**src/rtl/dti_source.sv**
```systemverilog
// DTI producer: write port -> DEPTH-entry FIFO -> registered valid/ready master port.
// Also counts completed handshakes and flags a consumer that stalls too long.
module dti_source #(
    parameter int DIN     = 16,
    parameter int DEPTH   = 4,
    parameter int TIMEOUT = 1024,
    parameter int CNT_W   = 16
) (
    input  logic                       clk,
    input  logic                       rst,
    input  logic                       wr_en,
    input  logic [DIN-1:0]             wr_data,
    output logic                       full,
    output logic                       empty,
    output logic [$clog2(DEPTH+1):0]   level,
    output logic                       ovf,
    output logic [DIN-1:0]             dout_data,
    output logic                       dout_valid,
    input  logic                       dout_ready,
    output logic [CNT_W-1:0]           sent_cnt,
    output logic                       stall
);
    localparam int AW = $clog2(DEPTH);
    localparam int LW = $clog2(DEPTH+1) + 1;
    localparam int SW = $clog2(TIMEOUT+1);

    logic [DIN-1:0]   mem_q [DEPTH];
    logic [AW-1:0]    wptr_q, wptr_d, rptr_q, rptr_d;
    logic [AW:0]      fcnt_q, fcnt_d;
    logic [LW-1:0]    level_q, level_d;
    logic [DIN-1:0]   data_q, data_d;
    logic             valid_q, valid_d;
    logic             ovf_q, ovf_d;
    logic [CNT_W-1:0] sent_q, sent_d;
    logic [SW-1:0]    scnt_q, scnt_d;
    logic             acc, hs, load, fifo_ne, push, pop;

    assign full       = (level_q == LW'(DEPTH + 1));
    assign empty      = (level_q == '0);
    assign level      = level_q;
    assign ovf        = ovf_q;
    assign dout_data  = data_q;
    assign dout_valid = valid_q;
    assign sent_cnt   = sent_q;
    assign stall      = (scnt_q == SW'(TIMEOUT));

    always_comb begin
        acc     = wr_en && !full;
        hs      = valid_q && dout_ready;
        load    = !valid_q || hs;
        fifo_ne = (fcnt_q != '0);
        // An empty FIFO lets a write bypass straight into the output register.
        push    = acc && !(load && !fifo_ne);
        pop     = load && fifo_ne;

        valid_d = valid_q;
        data_d  = data_q;
        if (load) begin
            if (fifo_ne) begin
                valid_d = 1'b1;
                data_d  = mem_q[rptr_q];
            end else if (acc) begin
                valid_d = 1'b1;
                data_d  = wr_data;
            end else begin
                valid_d = 1'b0;
            end
        end

        wptr_d = push ? wptr_q + AW'(1) : wptr_q;
        rptr_d = pop  ? rptr_q + AW'(1) : rptr_q;

        fcnt_d = fcnt_q;
        if (push && !pop)      fcnt_d = fcnt_q + (AW+1)'(1);
        else if (pop && !push) fcnt_d = fcnt_q - (AW+1)'(1);

        level_d = level_q;
        if (acc && !hs)      level_d = level_q + LW'(1);
        else if (hs && !acc) level_d = level_q - LW'(1);

        ovf_d  = ovf_q | (wr_en && full);
        sent_d = hs ? sent_q + CNT_W'(1) : sent_q;

        // Saturating count of consecutive stalled cycles.
        scnt_d = '0;
        if (valid_q && !dout_ready)
            scnt_d = stall ? scnt_q : scnt_q + SW'(1);
    end

    always_ff @(posedge clk) begin
        if (push) mem_q[wptr_q] <= wr_data;
    end

    always_ff @(posedge clk or posedge rst) begin
        if (rst) begin
            wptr_q  <= '0;
            rptr_q  <= '0;
            fcnt_q  <= '0;
            level_q <= '0;
            data_q  <= '0;
            valid_q <= 1'b0;
            ovf_q   <= 1'b0;
            sent_q  <= '0;
            scnt_q  <= '0;
        end else begin
            wptr_q  <= wptr_d;
            rptr_q  <= rptr_d;
            fcnt_q  <= fcnt_d;
            level_q <= level_d;
            data_q  <= data_d;
            valid_q <= valid_d;
            ovf_q   <= ovf_d;
            sent_q  <= sent_d;
            scnt_q  <= scnt_d;
        end
    end
endmodule

```
**config.mk**
```make
export PLATFORM = sky130hd
export DESIGN_NAME = dti_source
export DESIGN_NICKNAME = d
export VERILOG_FILES = /design/src/rtl/dti_source.sv
export SDC_FILE = /design/constraint.sdc
export NUM_CORES = 1
export LEC_CHECK = 0
export ABC_AREA = 0
export CAP_MARGIN = 40
export CORE_MARGIN = 2
export CORE_UTILIZATION = 40
export CTS_CLUSTER_SIZE = 8
export DETAILED_ROUTE_END_ITERATION = 16
export GPL_TIMING_DRIVEN = 0
export MAX_ROUTING_LAYER = met4
export PLACE_DENSITY_LB_ADDON = 0.2
export SLEW_MARGIN = 20
export SYNTH_ARGS = -nofsm -noshare
export SYNTH_HDL_FRONTEND = slang
export SYNTH_SLANG_ARGS = --single-unit
export TNS_END_PERCENT = 20
```
**constraint.sdc**
```tcl
create_clock -name clk -period 3.4 [get_ports clk]
set_clock_uncertainty 0.2 [all_clocks]
set_input_delay 0.34 -clock clk [delete_from_list [all_inputs] [get_ports clk]]
set_output_delay 0.34 -clock clk [all_outputs]
set_load 0.05 [all_outputs]
```
Word-level counts from Yosys, hierarchy flattened. Memory sizes are Yosys's and may differ from the RTL's. Cells that the tools add are included. W data, S select, Z words.

Add/subtract/negate cells: 8. Equal/unequal tests: 3. Muxes and demuxes: 12. Bitwise operators: 1. Reduce and logical (&&, ||, !) cells: 27.

Operators with widths (count): $mux W16 (2); $mux W11 (2); $add A16 B1 Y16 const B (1); $add A11 B1 Y11 const B (1); $eq A11 B11 Y1 const B (1); $logic_and A1 B1 Y1 (11); $logic_not A1 Y1 (9); $mux W4 (2); $mux W3 (2); $reduce_bool A2 Y1 (3); $add A2 B1 Y2 const B (2); $add A4 B1 Y4 const B (1); $eq A4 B3 Y1 const B (1); $logic_not A4 Y1 (1); $mux W1 (4); $sub A4 B1 Y4 const B (1); $add A3 B1 Y3 const B (1); $reduce_bool A3 Y1 (1); $sub A3 B1 Y3 const B (1); $ne A2 B2 Y1 const B (1); $reduce_and A2 Y1 (1); $logic_or A1 B1 Y1 (1); $or A1 B1 Y1 (1).

Bits in registers: 56. Bits in writable memories: 64. Input port bits: 20. Output and inout port bits: 41. Word-level logic and storage cells: 61. Memories kept: 1.

Memories: mem_q (words 4, width 16, read ports 1, clocked after Yosys merged registers in 0, write ports 1, line 27) `logic [DIN-1:0] mem_q [DEPTH];`.

Logic depth before layout (Yosys ltp).
Depth in word-level cells: 9. Gate-level depth with buffers: 10. Gate-level depth less buffers: 10.

Worst setup path after synthesis. Ideal clock, no wire load.

Path type: register -> register. Start point: reg level_q[0], in the netlist level[0]. End point: reg level_q[3], in the netlist level[3]. Library setup time: 0.126 ns. Arrival: 2.632 ns. Data required time: 3.074 ns. Slack: 0.442 ns. Stages on the path, launching flop included: 11. Buffers on the path: 0. Clock period less this slack: 2.958 ns. Path through: dfrtp_1 > nand4bb_4 > nand2_4 > inv_1 > ha_1 > inv_1 > ha_1 > a21o_1 > a2111oi_2 > a31oi_1 > a221o_1.

Longest elaborated chain between the ends: 6. Elaborated cells on any way between the ends: 11. Classes of those cells: add/sub: 2; eq/ne: 1; mux: 2; reduce/logical: 6.

Ends and longest elaborated chain: start, declared (line 30) `logic [LW-1:0] level_q, level_d;`; start signal, assigned (line 109) `level_q <= level_d;`; branches (longest 6 deep; another with $sub A4 B1 Y4).

Several ways; the timed one is not identified. The select of a mux whose other input is x is not followed. A chain may end at the register's enable or synchronous reset.

Worst setup path in the final report.
Start point: reg level_q[3], in the netlist level[3]. End point: reg level_q[3], in the netlist level[3].

The elaborated chain is that of the path after synthesis.

==> results.txt <==
status - complete, no violations
post-DP HPWL - 6570 µm
CP Launch Type - flip-flop
worst rel slew slack - 57.1%
number of fill cells - 1093
RSZ-0062 raised after global routing - no
Seq cells post-synth - 120
nets@finish - 439
Final Util - 52.0%
GR Overflow Total - 0
cell count after placement - 560
Least-Margin Pin Slew - 0.643 ns
sequential-to-total area share from yosys stat - 65.6%
Final Hold Vio Count - 0
antenna violations before repair - 0
asr flop ratio synth - 46.7%
Post-synth EDFFs - 64
Final Non-Filler Cells - 592
Setup WS pre-CTS - 0.306 ns
max frequency - 0.342 GHz
synthesized area per cell - 15.7 µm²
post-cts resize count - 0
Routability Congestion - 0.744
largest net degree at the start of global routing - 34
commonest non-fill, non-tap cell in the layout - edfxtp_1
post-synthesis cell type count - 42
Worst EP required - 3.49 ns
CP Capture Type - flip-flop
ys flop type - edfxtp_1
routed vias/inst - 5.09
core footprint - 12500 µm²
wire length of the first global-routing pass - 16200 µm
most frequent cells in the layout - edfxtp_1 (64), clkdlybuf4s50_1 (60), dfrtp_1 (56), xnor2_1 (20), clkbuf_16 (17)
WP data arrival - 3.01 ns
latest clock arrival within the worst-skew pair - 0.41 ns
# IOs - 61
Max Root-Sink Buffers - 2
Die ar. - 13600 µm²
Die Span X - 117 µm
crit path max fanout - 6
fin crit period - 2.92 ns
vias in the first global route - 3044
cell row count - 41
Final Cell Area - 6500 µm²
Slew Limit Fails - 0
peak supply drop - 0.557 mV
Overall Global Routing Usage - 16.8%
Total Wirelength - 10000 µm
CTS tree - yes
Lkg Pwr - 2.45 nW
fin worst setup slack - 0.475 ns
Hold WC Path Type - primary input to asynchronous set/reset pin
# DRC - 0
Netlist Area Pre-Place - 5070 µm²
Hold-fix buffers, CTS - 0
ANT cells - 0
Yosys warning count - 0
syn nets - 355
share of cells above drive strength 1 - 16.2%
final setup TNS - 0 ns
die height - 117 µm
Post-DP Area - 5970 µm²
post-route ant nets - 0
Max Cap Viol - 0
H-tree level count - 4
CTS buffer count - 17
Clock Pin Slew Worst Setup and Hold Paths - 0.05 ns
Final Cycle Share - 86.0%
area delta synth->final - 28.3%
post-CTS setup buffers - 0
clock sinks - 120
routed via count - 3012
post-synthesis cell count - 323
Clk Tree Root Cell - clkbuf_16
setup violators final - 0
Starting Density - 40.5%
PwrDens - 936 nW/µm²
Pre-Repair DR Iteration Count - 4
First DRT Iteration DRCs - 132
Port Buffers - 60
critical path type - flip-flop to flip-flop
drt wl/cell - 16.9 µm
routing by layer:
layer | routed length (µm) | track usage [%] | vias up | part of all wire (%)
met4 | 87 | 5.65 | 0 | 0.87
met2 | 4980 | 26.2 | 85 | 50
met1 | 4360 | 20.8 | 1510 | 44
li1 | - | - | 1410 | -
met5 | 0 | - | - | 0
met3 | 593 | 5.76 | 7 | 5.9
metrics by stage:
| stage | power [mW] | hold slack (ns) |
|---|---|---|
| after floorplan | 3.79 | 0.239 |
| after global placement | 4.43 | 0.247 |
| after detailed placement | 4.51 | 0.252 |
| after CTS | 6.17 | 0.0525 |
| after global routing | 6.41 | 0.0762 |
| final | 6.09 | 0.0489 |
worst max-delay path, stage by stage (launching register included):
cell and delay, ns:
dfrtp_1 0.45, nand4bb_4 0.31, nand2_4 0.16, inv_1 0.08, ha_1 0.22, inv_1 0.16
ha_1 0.26, a21o_1 0.22, a2111oi_2 0.36, a31oi_1 0.08, a221o_1 0.32
Yosys cell counts (4+ instances only):
| library cell | number | area (µm²) |
|---|---|---|
| ha_1 | 10 | 125 |
| edfxtp_1 | 64 | 1920 |
| nor4_1 | 4 | 25.0 |
| a2bb2oi_1 | 15 | 131 |
| mux4_2 | 16 | 360 |
| nand4_1 | 8 | 50.1 |
| inv_1 | 10 | 37.5 |
| nand3_1 | 11 | 55.1 |
| buf_2 | 4 | 20.0 |
| xnor2_1 | 20 | 175 |
| xor2_1 | 11 | 96.3 |
| mux2_2 | 4 | 45.0 |
| nand2_1 | 11 | 41.3 |
| and4_1 | 6 | 52.6 |
| and2_1 | 5 | 31.3 |
| dfrtp_1 | 56 | 1400 |
| o22ai_1 | 16 | 100 |
| nor2_1 | 15 | 56.3 |
flip-flops by register name (all words and copies together) (netlist names):
signal      count
scnt_q         11
level           4
rptr_q          2
fcnt_q          3
dout_data      16
sent_cnt       16
dout_valid      1
mem_q          64
wptr_q          2
ovf             1
kinds of logic (layout without fill, tap and decap cells):
logic type | after synthesis | count (layout) | share of synthesized area, %
xor gates and xnor gates | 31 | 31 | 5.36
AOI/OAI and AO/OA | 45 | 45 | 6.91
buffers and inverters | 22 | 119 | 2.25
and+or+nand+nor | 71 | 71 | 8.27
DFF | 120 | 120 | 65.6
adders and majority gates | 12 | 12 | 3.26
muxes | 22 | 22 | 8.39
path summary, 6_finish.rpt:
kind                       cells past startpoint                        end                 start  slack [ns]
max                                           10       level[3]$_DFFE_PP0P_  level[3]$_DFFE_PP0P_        0.48
min                                            2   sent_cnt[14]$_DFFE_PP0P_                   rst        0.05
max reg2reg                                   10       level[3]$_DFFE_PP0P_  level[3]$_DFFE_PP0P_        0.48
min reg2reg                                    1              ovf$_DFF_PP0_         ovf$_DFF_PP0_        0.26
max in group asynchronous                      3  dout_data[15]$_DFFE_PP0P_                   rst        2.46
min in group clk                               1              ovf$_DFF_PP0_         ovf$_DFF_PP0_        0.26
power by group:
part / leakage (nW) / internal, mW / total [mW] / switching [mW]
clock network: 0.254 / 1.02 / 1.61 / 0.593
registers: 1.27 / 1.93 / 2.18 / 0.253
logic: 0.930 / 0.973 / 2.29 / 1.32
total: 2.45 / 3.92 / 6.09 / 2.17
area by class of cell:
class                      instances  area [µm²]  area share [%]
sequential                       120        3320            51.1
tap                              172         215            3.31
buffer                            12        76.3            1.17
inverter                          10        40.0           0.616
timing repair buffer              65         681            10.5
multi-input combinational        181        1630            25.1
clock inverter                     8        76.3            1.17
clock buffer                      24         462            7.10
No activity file was read; power rests on OpenSTA's default activity.
